--- config.mk ---
export PLATFORM = sky130hd
export DESIGN_NAME = mux_tree_pipe
export DESIGN_NICKNAME = d
export VERILOG_FILES = /design/src/rtl/mux_tree_pipe.sv
export SDC_FILE = /design/constraint.sdc
export NUM_CORES = 1
export LEC_CHECK = 0
export CORE_ASPECT_RATIO = 2
export CORE_MARGIN = 2
export CORE_UTILIZATION = 50
export CTS_BUF_LIST = sky130_fd_sc_hd__clkbuf_4 sky130_fd_sc_hd__clkbuf_8
export CTS_CLUSTER_SIZE = 14
export DETAILED_ROUTE_END_ITERATION = 6
export PLACE_DENSITY = 0.88
export SETUP_SLACK_MARGIN = 0.15
export SLEW_MARGIN = 10
export SYNTH_ARGS = -nofsm -noshare
export SYNTH_HDL_FRONTEND = slang
export SYNTH_SLANG_ARGS = --single-unit
--- constraint.sdc ---
create_clock -name clk -period 1.5 [get_ports clk]
set_input_delay 0.225 -clock clk [delete_from_list [all_inputs] [get_ports clk]]
set_output_delay 0.225 -clock clk [all_outputs]
set_load 0.02 [all_outputs]
--- src/rtl/mux_tree_pipe.sv ---
// mux_tree_pipe: pipelined binary mux tree selecting one of N_IN channels.
// One registered 2:1 mux level per select bit, LSB first. A single global
// advance enable stalls every level together, so the tree behaves like a
// fixed-latency shift pipeline with ready/valid handshakes at both ends.
// Optional feature macro: MUX_TREE_PIPE_SEL_ERR_EN enables the out-of-range
// flag pipeline driving out_err; when undefined out_err is tied low.
module mux_tree_pipe #(
    parameter int N_IN = 8,
    parameter int W    = 8
) (
    input  logic                    clk,
    input  logic                    rst_n,
    input  logic [N_IN*W-1:0]       in_data,
    input  logic [$clog2(N_IN)-1:0] in_sel,
    input  logic                    in_valid,
    output logic                    in_ready,
    output logic [W-1:0]            out_data,
    output logic                    out_valid,
    input  logic                    out_ready,
    output logic                    out_err
);

    localparam int SW  = $clog2(N_IN);
    localparam int L   = SW;
    // The tree is padded to a power of two with all-zero channels; this is
    // what pairs the last element of an odd-sized level with zero data and
    // what makes an out-of-range select return zero.
    localparam int PAD = 1 << SW;

    logic w_adv;

    assign w_adv    = out_ready | ~out_valid;
    assign in_ready = w_adv;

    genvar k;
    generate
        for (k = 0; k < L; k++) begin : g_lvl
            localparam int N_I = PAD >> k;
            localparam int N_O = N_I / 2;
            localparam int SI  = SW - k;

            logic [N_I*W-1:0] w_din;
            logic [SI-1:0]    w_sin;
            logic             w_vin;
            logic [N_O*W-1:0] r_dat;
            logic             r_vld;
`ifdef MUX_TREE_PIPE_SEL_ERR_EN
            logic             w_ein;
            logic             r_err;
`endif

            if (k == 0) begin : g_src
                // Level 0 input: the accepted channels widened with zero channels
                always_comb begin
                    w_din = '0;
                    w_din[N_IN*W-1:0] = in_data;
                end
                assign w_sin = in_sel;
                assign w_vin = in_valid;
`ifdef MUX_TREE_PIPE_SEL_ERR_EN
                if (PAD == N_IN) begin : g_oor
                    assign w_ein = 1'b0;
                end else begin : g_oor
                    assign w_ein = in_valid & (in_sel >= SW'(N_IN));
                end
`endif
            end else begin : g_src
                assign w_din = g_lvl[k-1].r_dat;
                assign w_sin = g_lvl[k-1].g_fwd.r_sel;
                assign w_vin = g_lvl[k-1].r_vld;
`ifdef MUX_TREE_PIPE_SEL_ERR_EN
                assign w_ein = g_lvl[k-1].r_err;
`endif
            end

            // Level k: resolve one select bit; data only moves with a valid item
            always_ff @(posedge clk or negedge rst_n) begin
                if (!rst_n) begin
                    r_dat <= '0;
                    r_vld <= 1'b0;
                end else if (w_adv) begin
                    r_vld <= w_vin;
                    if (w_vin) begin
                        for (int j = 0; j < N_O; j++) begin
                            r_dat[j*W +: W] <= w_sin[0] ? w_din[(2*j+1)*W +: W]
                                                        : w_din[(2*j)*W +: W];
                        end
                    end
                end
            end

            if (SI > 1) begin : g_fwd
                logic [SI-2:0] r_sel;

                // Carry the not-yet-consumed upper select bits to the next level
                always_ff @(posedge clk or negedge rst_n) begin
                    if (!rst_n) begin
                        r_sel <= '0;
                    end else if (w_adv && w_vin) begin
                        r_sel <= w_sin[SI-1:1];
                    end
                end
            end

`ifdef MUX_TREE_PIPE_SEL_ERR_EN
            // Out-of-range flag rides with the item; already qualified by valid
            always_ff @(posedge clk or negedge rst_n) begin
                if (!rst_n) begin
                    r_err <= 1'b0;
                end else if (w_adv) begin
                    r_err <= w_ein;
                end
            end
`endif
        end
    endgenerate

    assign out_data  = g_lvl[L-1].r_dat;
    assign out_valid = g_lvl[L-1].r_vld;
`ifdef MUX_TREE_PIPE_SEL_ERR_EN
    assign out_err   = g_lvl[L-1].r_err;
`else
    assign out_err   = 1'b0;
`endif

endmodule

==> impl_metrics.csv, run 1 <==
group,metric,value,unit
run_status,status,"complete, no violations",
route,antenna_left,0,
flow_run,maxCapViolCount,0,
timing,fin_tns_setup,0,ps
synthesis,syn_avg_cell_area,11.0,µm²
grt,grt.overflow.total,0,
timing,setup_violations,0,
floorplan,core.rowCount,39,
synthesis,yosysWarnings,0,
floorplan,core_area,0.00571,mm²
synthesis,synthXorXnorAreaFrac,0,%
route,drc,0,
route,wl,7150,µm
finish,area.growth.synth_to_final,35.1,%
route,drt-wirelength-per-cell,17.4,µm
place,numPortBuffers,80,
grt,grt_pass1_wl,11400,µm
synthesis,syn_inst,270,
cts,clock_path_buffers,2,
power,ir_drop,0.00122,V
critical_path,cp.arrival,1540,ps
critical_path,worst_r2r_endpoint,"g_lvl[1].g_fwd.r_sel$_DFFE_PN0P_",
critical_path,critical_path_peak_fanout,10,
critical_path,critical_path.cell_chain,"nand2b_4 > buf_6 > and2_2 > mux2_4",
critical_path,regToRegSetupSlack,190,ps
floorplan,design.die.area,0.00659,mm²
floorplan,die_h,113,µm
floorplan,start_util,51.9,%
timing,fin_worst_skew,5.12,ps
place,hpwl,4920,µm
critical_path,worstPathRequired,1720,ps
cts,cts_root_buffer,"clkbuf_8",
critical_path,cp-endpoint,"g_lvl[1].g_fwd.r_sel$_DFFE_PN0P_",
synthesis,synth_top_cell_area_share,52.4,%
power,power_density,1490,mW/mm²
cts,cts_tree,"built",
floorplan,io_pins,82,
grt,track_usage,23.2,%
timing,hold_violations,0,
synthesis,syn_nets,341,
finish,seqCellArea,0.00155,mm²
synthesis,syn_area,0.00296,mm²
critical_path,rr_startpoint,"out_valid$_DFFE_PN0P_",
cts,cts_htree_levels,3,
timing,rsz0062_at_grt,"no",
synthesis,synthMuxAreaShare,21.2,%
place,place_congestion,0.798,
critical_path,crit_family,"flip-flops",
critical_path,reg2reg_depth,4,
power,leakagePower,1.73,nW
critical_path,slowest_delay,410,ps
critical_path,crit_cells,4,
place,place_area,0.00379,mm²
cts,numCtsBuffers,9,
grt,antenna_found_initial,0,
finish,multi_input_area,0.00123,mm²
floorplan,die_x,58.4,µm
grt,grt_max_degree,63,
hold_path,hp-class,"primary input to async pin",
critical_path,cp-startpoint,"out_valid$_DFFE_PN0P_",
finish,final_area,0.00400,mm²
cts,cts_setup_buffers,0,
critical_path,end_kind,"register",
synthesis,ys_seq_elements,62,
finish,fin_cells,410,
critical_path,crit_path_top_delay_cell,"dfrtp_1",
route,drtIter0Drc,129,
timing,max_freq,763,MHz
critical_path,crit_type,"register to register",
synthesis,synth-simple-area-share,1.31,%
cts,cts_sinks,62,
synthesis,yosysUniqueCellTypes,14,
finish,drive_gt1_share,10.6,%
timing,post-route-period-util,87.4,%
finish,fin_nets,417,
finish,final_core_util,70.1,%
synthesis,yosysTopAreaCell,"dfrtp_1",
timing,slew_violations,0,
synthesis,synth_compound_area_share,18.9,%
route,drt-vias-per-instance,5.77,
synthesis,synth_top_family_by_area,"multiplexers",
route,vias,2367,
critical_path,startpoint_type,"register",
finish,nFillCells,411,
cts,clkTransAtPathRegs,60,ps
critical_path,worst-path-buf-inv,1,
grt,grt_pass1_vias,2438,
cts,insertion_delay,340,ps
finish,n_antenna_cell,0,
synthesis,synthTopCellsByArea,"dfrtp_1 (52%), a21oi_1 (19%), mux2i_1 (19%)",
synthesis,synthAdderAreaFrac,0,%
place,place.detailed.instances,394,
timing,fin_crit,1310,ps
route,drtPass1Iterations,5,
synthesis,ys_seq_area_share,52.4,%
## power by group
group / internal [mW] / switching [mW] / leakage (nW)
logic: 0.909 / 0.947 / 0.955
clock network: 0.877 / 0.592 / 0.102
registers: 2.23 / 0.414 / 0.672
## worst min path at each step
stage | slack, ps | cells past startpoint | from | end
global route | 450 | 3 | rst_n | g_lvl[0].r_dat[25]$_DFFE_PN0P_
CTS | 430 | 3 | rst_n | g_lvl[0].g_fwd.r_sel[0]$_DFFE_PN0P_
global placement | 250 | 2 | rst_n | g_lvl[0].r_dat[25]$_DFFE_PN0P_
finish | 410 | 3 | rst_n | g_lvl[0].r_dat[18]$_DFFE_PN0P_
floorplan | -70 | 0 | rst_n | g_lvl[0].g_fwd.r_sel[0]$_DFFE_PN0P_
detailed placement | 250 | 2 | rst_n | g_lvl[0].r_dat[18]$_DFFE_PN0P_
## worst register-to-register path: cells and delay by family (launching register included)
kind | cells | cell delay, ps
mux | 1 | 310
buf+inv | 1 | 150
flops | 1 | 410
simple gates | 2 | 340
## timing repair
item                                    in CTS  in global routing
gates cloned                                 0                  1
hold endpoints to repair                    62                  0
hold buffers                                 1                  0
endpoints found under the setup margin      10                 25
gates resized for setup                     10                  8
## registers in the layout, indices dropped and copies added (netlist names)
signal             flops
out_valid              1
out_data               8
g_lvl.r_dat           48
g_lvl.r_vld            2
g_lvl.g_fwd.r_sel      3
## metal layers
| metal | share of wire [%] | global-route usage, % | vias up | wire length (µm) |
|---|---|---|---|---|
| li1 | - | - | 1114 | - |
| met1 | 35 | 25.9 | 1137 | 2520 |
| met2 | 56 | 39.1 | 97 | 3990 |
| met3 | 4.7 | 4.69 | 19 | 334 |
| met4 | 4.2 | 14.0 | 0 | 300 |
| met5 | 0 | 0 | - | 0 |
## layout make-up
cell class,count,area share (%)
Timing Repair Buffer,94,23.6
Multi-Input combinational cell,179,30.8
Clock buffer,13,4.16
Tap cell,61,1.91
Clock inverter,1,0.750
Sequential cell,62,38.8
## metrics by stage
stage | hold slack (ps) | setup WS, ps | total power [mW]
6_report | 414 | 189 | 5.97
3_5_place_dp | 255 | -205 | 4.53
4_1_cts | 433 | 31.2 | 5.95
5_1_grt | 451 | 153 | 6.28
2_1_floorplan | -70.6 | 155 | 3.78
3_3_place_gp | 251 | -193 | 4.41
## cell usage after synthesis
cell type  count
clkbuf_2       1
buf_2          8
nand2b_1       1
mux2_2         2
and2_1         3
clkbuf_1      11
a21oi_1      112
dfrtp_1       62
mux2_4         3
conb_1         1
nand2b_4       1
buf_6          7
mux2i_1       56
buf_4          2
## kinds of logic (layout without fill, tap and decap cells)
logic type | count (synthesis) | count (layout)
DFF | 62 | 62
and+or+nand+nor | 5 | 5
buffers and inverters | 29 | 108
other | 1 | 1
muxes | 61 | 61
AOI/OAI and AO/OA | 112 | 112
## layout by cell type, fill, tap and decap left out
cell             synthesis  layout
buf_6                    7       3
dlygate4sd3_1            0       1
dlygate4sd2_1            0       8
clkdlybuf4s15_1          0       1
clkbuf_2                 1       1
dfrtp_1                 62      62
nand2b_4                 1       1
and2_1                   3       2
mux2_4                   3       3
nand2b_1                 1       1
buf_12                   0       4
a21oi_1                112     112
conb_1                   1       1
bufinv_16                0       1
buf_4                    2       5
clkdlybuf4s50_1          0      68
buf_2                    8       2
mux2i_1                 56      56
mux2_2                   2       2
clkbuf_4                 0       3
and2_2                   0       1
clkbuf_8                 0      11
(Power assumes the default switching activity.)
==> run 2: changes to the inputs <==
Settings changed: CAP_MARGIN set to 40, SETUP_SLACK_MARGIN 0.15 to 0.2.
==> impl_metrics.csv, run 2 (same netlist as run 1, synthesis figures left out) <==
group,metric,value,unit
run_status,status,"complete, no violations",
critical_path,reg2reg_depth,4,
floorplan,io_pins,82,
finish,top_register,"g_lvl.r_dat",
timing,tightestPinTransition,507,ps
finish,largest_reg_flops,48,
finish,fin_nets,418,
timing,post-route-period-util,85.2,%
flow_run,maxCapViolCount,0,
critical_path,critical_path_peak_fanout,3,
timing,max_freq,783,MHz
finish,seqCellArea,0.00155,mm²
route,antenna_left,0,
finish,drive_gt1_share,11.6,%
critical_path,regToRegSetupSlack,240,ps
route,drtIter0Drc,55,
timing,rsz0062_at_grt,"yes",
timing,relSlewSlack,66.2,%
finish,multi_input_area,0.00123,mm²
grt,track_usage,23.0,%
grt,grt.overflow.total,0,
finish,nFillCells,423,
timing,slew_violations,0,
cts,cts_setup_buffers,0,
floorplan,die_x,58.4,µm
grt,grt_max_degree,63,
route,drc,0,
finish,n_antenna_cell,0,
power,ir_drop,0.00166,V
route,drt-vias-per-instance,5.67,
critical_path,worstPathRequired,1270,ps
critical_path,end_kind,"primary output",
cts,insertion_delay,340,ps
place,place_area,0.00379,mm²
finish,final_common_cell,"a21oi_1",
critical_path,cp.arrival,1050,ps
route,wl,6720,µm
place,numPortBuffers,80,
route,vias,2343,
finish,layout_common_cells,"a21oi_1 (112), clkdlybuf4s50_1 (68), dfrtp_1 (61)",
place,place_congestion,0.800,
cts,clock_path_buffers,2,
floorplan,core.rowCount,39,
critical_path,worst_r2r_endpoint,"g_lvl[1].g_fwd.r_sel$_DFFE_PN0P_",
hold_path,hp-class,"primary input to async pin",
finish,area.growth.synth_to_final,35.4,%
cts,clkTransAtPathRegs,60,ps
critical_path,rr_startpoint,"out_valid$_DFFE_PN0P_",
grt,antenna_found_initial,0,
floorplan,start_util,51.9,%
power,power_density,1480,mW/mm²
route,drtPass1Iterations,4,
timing,fin_crit,1280,ps
cts,cts_tree,"built",
timing,setup_violations,0,
grt,grt_pass1_vias,2523,
grt,grt_pass1_wl,11500,µm
finish,final_core_util,70.3,%
critical_path,startpoint_type,"register",
critical_path,crit_type,"register to primary output",
cts,cts_root_buffer,"clkbuf_8",
floorplan,design.die.area,0.00659,mm²
timing,fin_worst_skew,4.50,ps
power,leakagePower,1.74,nW
cts,cts_sinks,62,
timing,hold_violations,0,
route,drt-wirelength-per-cell,16.3,µm
floorplan,core_area,0.00571,mm²
cts,cts_htree_levels,3,
finish,final_area,0.00401,mm²
place,hpwl,4860,µm
cts,numCtsBuffers,9,
floorplan,die_h,113,µm
[run 2: layout make-up]
class / instances / area share, %
tap: 61 / 1.90
multi-input combinational: 179 / 30.8
timing repair buffer: 95 / 23.5
clock inverter: 4 / 1.12
clock buffer: 12 / 3.96
sequential: 62 / 38.7
[run 2: metrics by stage]
step           instances  setup slack (ps)  power, mW  hold slack (ps)  setup TNS [ps]
6_report             413               222       5.93              440               0
3_3_place_gp         395              -187       4.41              249           -2600
3_5_place_dp         395              -187       4.49              258           -4260
2_1_floorplan        270               202       3.78            -70.6               0
5_1_grt              413               188       6.24              467               0
4_1_cts              413              37.2       5.94              447               0
[run 2: worst max path at each step]
stage | startpoint | end | slack [ps] | cells past startpoint
after detailed placement | out_ready | in_ready | -190 | 3
after floorplan | out_valid$_DFFE_PN0P_ | g_lvl[0].g_fwd.r_sel[0]$_DFFE_PN0P_ | 200 | 5
after CTS | out_valid$_DFFE_PN0P_ | in_ready | 40 | 2
after global placement | out_ready | in_ready | -190 | 3
after global routing | out_valid$_DFFE_PN0P_ | in_ready | 190 | 2
final | out_valid$_DFFE_PN0P_ | in_ready | 220 | 2
[run 2: what timing repair did]
action	4_1_cts	5_1_grt
cloned	1	0
hold endpoints to repair	62	0
gates resized for setup	15	6
setup endpoints to repair	27	30
hold buffers	1	0
[run 2: critical path, cell delays in order (launching register included)]
cell and delay, ps:
dfrtp_2 420, nand2b_4 110, clkbuf_2 180
[run 2: where the power goes]
part           switching [mW]  internal, mW
Combinational           0.916         0.909
Sequential              0.398          2.23
Clock                   0.610         0.867
Total                    1.92          4.00
[run 2: metal layers]
metal	share of wire, %	vias up	GRT usage, %
met2	57	67	39.4
met1	37	1135	26.3
met5	0	-	0
met3	3.3	18	4.00
li1	-	1123	-
met4	2.8	0	12.4
